### src/rtl/instr_fetch_unit_if.sv
// Instruction-memory request/response bus between the fetch stage and IMEM.
// The fetch stage drives req/addr; the memory drives rdy/valid/data.
interface instr_fetch_unit_if #(
  parameter int unsigned XLEN = 32
);
  logic            IMemReq;
  logic [XLEN-1:0] IMemAddr;
  logic            IMemRdy;
  logic            IMemValid;
  logic [XLEN-1:0] IMemData;

  modport master (
    output IMemReq,
    output IMemAddr,
    input  IMemRdy,
    input  IMemValid,
    input  IMemData
  );

  modport slave (
    input  IMemReq,
    input  IMemAddr,
    output IMemRdy,
    output IMemValid,
    output IMemData
  );
endinterface

### src/rtl/instr_fetch_unit.sv
// Fetch stage: owns the PC, fetches one word at a time over the IMEM
// handshake, holds it for decode and steps the PC on Advance.
module instr_fetch_unit #(
  parameter int unsigned     XLEN     = 32,
  parameter logic [XLEN-1:0] RESET_PC = '0,
  parameter int unsigned     MAX_WAIT = 15
) (
  input  logic            clk,
  input  logic            rst_n,
  instr_fetch_unit_if.master imem,
  input  logic            Branch,
  input  logic            Zero,
  input  logic [XLEN-1:0] ImmExt,
  input  logic            Advance,
  output logic [XLEN-1:0] Instr,
  output logic [6:0]      OP,
  output logic [2:0]      Funct3,
  output logic [6:0]      Funct7,
  output logic [4:0]      Rs1,
  output logic [4:0]      Rs2,
  output logic [4:0]      Rd,
  output logic [XLEN-1:0] PC,
  output logic [XLEN-1:0] PCPlus4,
  output logic            InstrValid,
  output logic            FetchErr
);

  typedef enum logic [1:0] {
    IDLE,
    REQ,
    WAIT,
    HOLD
  } state_e;

  localparam logic [XLEN-1:0] NOP      = XLEN'(32'h0000_0013);
  localparam logic [7:0]      WAIT_LIM = 8'(MAX_WAIT);

  state_e          state_q, state_d;
  logic [XLEN-1:0] pc_q, pc_d;
  logic [XLEN-1:0] instr_q, instr_d;
  logic [7:0]      cnt_q, cnt_d;
  logic            err_q, err_d;

  logic            taken;
  logic [XLEN-1:0] pc_seq;
  logic [XLEN-1:0] pc_br;
  logic [XLEN-1:0] pc_tgt;

  assign taken  = Branch & Zero;
  assign pc_seq = pc_q + XLEN'(4);
  assign pc_br  = pc_q + ImmExt;
  assign pc_tgt = taken ? pc_br : pc_seq;

  always_ff @(posedge clk or negedge rst_n) begin
    if (!rst_n) begin
      state_q <= IDLE;
      pc_q    <= RESET_PC;
      instr_q <= NOP;
      cnt_q   <= '0;
      err_q   <= 1'b0;
    end else begin
      state_q <= state_d;
      pc_q    <= pc_d;
      instr_q <= instr_d;
      cnt_q   <= cnt_d;
      err_q   <= err_d;
    end
  end

  always_comb begin
    state_d = state_q;
    pc_d    = pc_q;
    instr_d = instr_q;
    cnt_d   = cnt_q;
    err_d   = 1'b0;
    unique case (state_q)
      IDLE: begin
        state_d = REQ;
      end
      REQ: begin
        if (imem.IMemRdy) begin
          cnt_d   = '0;
          state_d = WAIT;
        end
      end
      WAIT: begin
        // data arriving on the timeout cycle still wins
        if (imem.IMemValid) begin
          instr_d = imem.IMemData;
          cnt_d   = '0;
          state_d = HOLD;
        end else if (cnt_q == WAIT_LIM) begin
          err_d   = 1'b1;
          cnt_d   = '0;
          state_d = REQ;
        end else begin
          cnt_d = cnt_q + 8'd1;
        end
      end
      HOLD: begin
        if (Advance) begin
          pc_d    = {pc_tgt[XLEN-1:2], 2'b00};
          err_d   = |pc_tgt[1:0];
          state_d = REQ;
        end
      end
      default: begin
        state_d = IDLE;
      end
    endcase
  end

  assign imem.IMemReq  = (state_q == REQ);
  assign imem.IMemAddr = pc_q;

  assign Instr      = instr_q;
  assign OP         = instr_q[6:0];
  assign Funct3     = instr_q[14:12];
  assign Funct7     = instr_q[31:25];
  assign Rs1        = instr_q[19:15];
  assign Rs2        = instr_q[24:20];
  assign Rd         = instr_q[11:7];
  assign PC         = pc_q;
  assign PCPlus4    = pc_seq;
  assign InstrValid = (state_q == HOLD);
  assign FetchErr   = err_q;

endmodule

### src/flat_wrapper.sv
// flat-port wrapper written by rule: the top's interface ports become plain ports
module instr_fetch_unit_flat 
#(
  parameter int unsigned     XLEN     = 32,
  parameter logic [XLEN-1:0] RESET_PC = '0,
  parameter int unsigned     MAX_WAIT = 15
)
  (clk, rst_n, Branch, Zero, ImmExt, Advance, Instr, OP, Funct3, Funct7, Rs1, Rs2, Rd, PC, PCPlus4, InstrValid, FetchErr, imem_IMemReq, imem_IMemAddr, imem_IMemRdy, imem_IMemValid, imem_IMemData);
  instr_fetch_unit_if #(.XLEN(XLEN)) imem_i ();
  input  logic clk;
  input  logic rst_n;
  input  logic Branch;
  input  logic Zero;
  input  logic [XLEN-1:0] ImmExt;
  input  logic Advance;
  output logic [XLEN-1:0] Instr;
  output logic [6:0] OP;
  output logic [2:0] Funct3;
  output logic [6:0] Funct7;
  output logic [4:0] Rs1;
  output logic [4:0] Rs2;
  output logic [4:0] Rd;
  output logic [XLEN-1:0] PC;
  output logic [XLEN-1:0] PCPlus4;
  output logic InstrValid;
  output logic FetchErr;
  output wire logic [$bits(imem_i.IMemReq)-1:0] imem_IMemReq;
  output wire logic [$bits(imem_i.IMemAddr)-1:0] imem_IMemAddr;
  input wire logic [$bits(imem_i.IMemRdy)-1:0] imem_IMemRdy;
  input wire logic [$bits(imem_i.IMemValid)-1:0] imem_IMemValid;
  input wire logic [$bits(imem_i.IMemData)-1:0] imem_IMemData;
  assign imem_IMemReq = imem_i.IMemReq;
  assign imem_IMemAddr = imem_i.IMemAddr;
  assign imem_i.IMemRdy = imem_IMemRdy;
  assign imem_i.IMemValid = imem_IMemValid;
  assign imem_i.IMemData = imem_IMemData;
  instr_fetch_unit #(.XLEN(XLEN), .RESET_PC(RESET_PC), .MAX_WAIT(MAX_WAIT)) u_core (.clk(clk), .rst_n(rst_n), .imem(imem_i), .Branch(Branch), .Zero(Zero), .ImmExt(ImmExt), .Advance(Advance), .Instr(Instr), .OP(OP), .Funct3(Funct3), .Funct7(Funct7), .Rs1(Rs1), .Rs2(Rs2), .Rd(Rd), .PC(PC), .PCPlus4(PCPlus4), .InstrValid(InstrValid), .FetchErr(FetchErr));
endmodule
### config.mk
export PLATFORM = sky130hd
export DESIGN_NAME = instr_fetch_unit_flat
export DESIGN_NICKNAME = d
export VERILOG_FILES = /design/src/rtl/instr_fetch_unit_if.sv /design/src/rtl/instr_fetch_unit.sv /design/src/flat_wrapper.sv
export SDC_FILE = /design/constraint.sdc
export NUM_CORES = 1
export LEC_CHECK = 0
export BUFFER_PORTS_ARGS = -buffer_cell sky130_fd_sc_hd__buf_4
export CORE_MARGIN = 2
export CORE_UTILIZATION = 46
export DETAILED_ROUTE_END_ITERATION = 12
export PLACE_DENSITY = 0.78
export SLEW_MARGIN = 10
export SYNTH_ARGS = -nofsm -noshare
export SYNTH_HDL_FRONTEND = slang
export SYNTH_SLANG_ARGS = --single-unit
### constraint.sdc
create_clock -name clk -period 2.33 [get_ports clk]
set_input_delay 0.3495 -clock clk [delete_from_list [all_inputs] [get_ports clk]]
set_output_delay 0.3495 -clock clk [all_outputs]
set_load 0.05 [all_outputs]
==> impl_metrics.tcl <==
set metrics [dict create \
    status "finished with violations" \
    violations "setup timing" \
    syn_area_per_cell_um2 8.562 \
    cp-start-kind "flip-flop" \
    worstPathArrival_ns 2.27 \
    layout.nets 1107 \
    grt_max_degree 45 \
    place_ws_ns -0.09813 \
    synth-edff-count 0 \
    tightest_slew_ns 0.5221 \
    fin_crit_ns 2.615 \
    antenna_found_initial 0 \
    finalWorstSetupSlack_ns -0.2853 \
    gp_congestion 0.9703 \
    max_freq_ghz 0.3824 \
    root_buffer "clkbuf_16" \
    rows 42 \
    numPlacedInstances 1131 \
    die_width_um 119.4 \
    crit_fanout 3 \
    routed_wl_um 20760 \
    hold_violations 0 \
    finalSetupTns_ns -4.721 \
    synthArstFlopShare 1.000 \
    critPathKind "reg2out" \
    gr-usage-all-layers 0.2709 \
    initial_core_util 0.4660 \
    worstHoldPathType "in2reg" \
    grt_pass1_wl_um 30930 \
    yosysWarnings 0 \
    synth_top_flop_cell "dfrtp_1" \
    first_global_vias 6226 \
    grt_overflow 0 \
    period_share 1.122 \
    ys_top_cells_by_count "dfrtp_1 (70), buf_4 (69), o21ai_0 (54)" \
    portBuffers 227 \
    syn_area_um2 6122 \
    n_antenna_cell 0 \
    drive_gt1_frac 0.5453 \
    crit_required_ns 1.98 \
    core_area_um2 13140 \
    netlist_instances 715 \
    nFillCells 905 \
    clk_pin_slew_ns 0.06 \
    cts_made_buffers 9 \
    antenna_left 0 \
    viasPerCell 5.594 \
    synth_area_leader_cell "dfrtp_1" \
    worst_setup_path_end_kind "primary output" \
    grt_setup_unrepaired "yes" \
    drv_cap 0 \
    clockBufferDepth 2 \
    clk_latency_ns 0.35 \
    cts_tree "yes" \
    synth_top_area_share 0.2861 \
    clock-sinks 73 \
    synth.most_common_cell "dfrtp_1" \
    ys_ff_latch 73 \
    setup_viol_count_final 35 \
    h-tree-depth 3 \
    dieArea_um2 14250 \
    vias 6607 \
    wl_per_cell_um 17.58 \
    slew_headroom 0.6420 \
    instances_no_fill 1181 \
    pin_count 234 \
    synth_seq_area_share 0.2990 \
    synth_area_leaders "dfrtp_1 (29%), buf_4 (8.5%), ha_1 (7.2%)" \
    finalClockSkew_ns 0.009666 \
    post-route-drc-count 0 \
    maxSlewViolCount 0 \
    hpwlAfterDp_um 14900 \
    syn_to_final_growth_pct 60.13 \
    yosysUniqueCellTypes 68 \
    drtIter0Drc 442 \
    drt-pass1-iter-count 5 \
    die_h_um 119.4 \
]
==> layout make-up <==
class                   count  area (um2)  area share
clock inverters             7       78.83    0.008041
well taps                 176       220.2     0.02246
inverters                  15       56.30    0.005743
multi-input cells         533        4413      0.4502
repair buffers            368        2929      0.2988
clock buffers               9       225.2     0.02297
flip-flops and latches     73        1881      0.1918
==> placed cells by master, fill, tap and decap left out, types with 19 or more instances in the layout <==
cell type	netlist	layout
dfrtp_2	0	19
buf_6	0	37
nand2_1	53	52
nand3_1	25	20
a21oi_1	51	44
o21ai_0	54	42
buf_4	69	328
nor2_1	42	39
mux2_2	33	33
ha_1	35	24
dfrtp_1	70	44
a21o_1	20	20
==> sequential cells by signal (all words and copies together), names as in the netlist <==
| register | cells |
|---|---|
| u_core.FetchErr | 1 |
| u_core.Instr | 32 |
| u_core.PC | 30 |
| u_core.cnt_q | 8 |
| u_core.state_q | 2 |
==> logic make-up after synthesis <==
family / count (synthesis) / share of synthesized area
adders and majority gates: 36 / 0.07480
DFF: 73 / 0.2990
buffers and inverters: 114 / 0.1126
muxes: 39 / 0.07051
AOI/OAI and AO/OA: 199 / 0.2031
and+or+nand+nor: 210 / 0.1778
xor gates and xnor gates: 43 / 0.06152
other: 1 / 0.0006125
==> critical path: stages (launching register included) <==
cell and delay (ns):
dfrtp_4 0.44, ha_4 0.14, and4_4 0.25, nand3_4 0.11
or4_4 0.48, nor2_4 0.16, xor2_4 0.15, buf_6 0.17
==> worst paths after layout <==
| check | startpoint | endpoint | slack [ns] | cells past startpoint |
|---|---|---|---|---|
| setup reg to reg | u_core.PC[3]$_DFFE_PN0P_ | u_core.PC[25]$_DFFE_PN0P_ | -0.20 | 9 |
| setup / recovery | u_core.PC[2]$_DFFE_PN0P_ | PCPlus4[30] | -0.29 | 7 |
| hold / removal | imem_IMemData[5] | u_core.Instr[5]$_DFFE_PN0P_ | 0.23 | 2 |
| min in group asynchronous | rst_n | u_core.PC[14]$_DFFE_PN0P_ | 0.49 | 2 |
| max in group asynchronous | rst_n | u_core.Instr[1]$_DFFE_PN1P_ | 1.18 | 3 |
| hold reg to reg | u_core.cnt_q[7]$_DFFE_PN0P_ | u_core.cnt_q[7]$_DFFE_PN0P_ | 0.50 | 1 |
==> metal layers <==
metal	GRT usage	wire, um
met1	0.3483	8491
met2	0.4569	10350
met3	0.04310	1324
met4	0.1066	595
met5	0	0
==> repair_timing <==
action,CTS,global route
buffers inserted,20,16
endpoints found under the setup margin,30,43
resized for setup,51,65
hold endpoints to repair,29,0
hold buffers,1,0
pin swaps,31,41
==> stage by stage <==
stage,cell area [um2],utilization,hold WS [ns]
final,9803,0.7462,0.2306
after global placement,8765,0.6671,0.3271
after detailed placement,8765,0.6671,0.3331
after global routing,9803,0.7462,0.2228
after CTS,9419,0.7170,0.2239
after floorplan,6665,-,0.05391
Power is not shown: default switching activity piles up to over one toggle a cycle in this logic, so the estimate is an artifact.
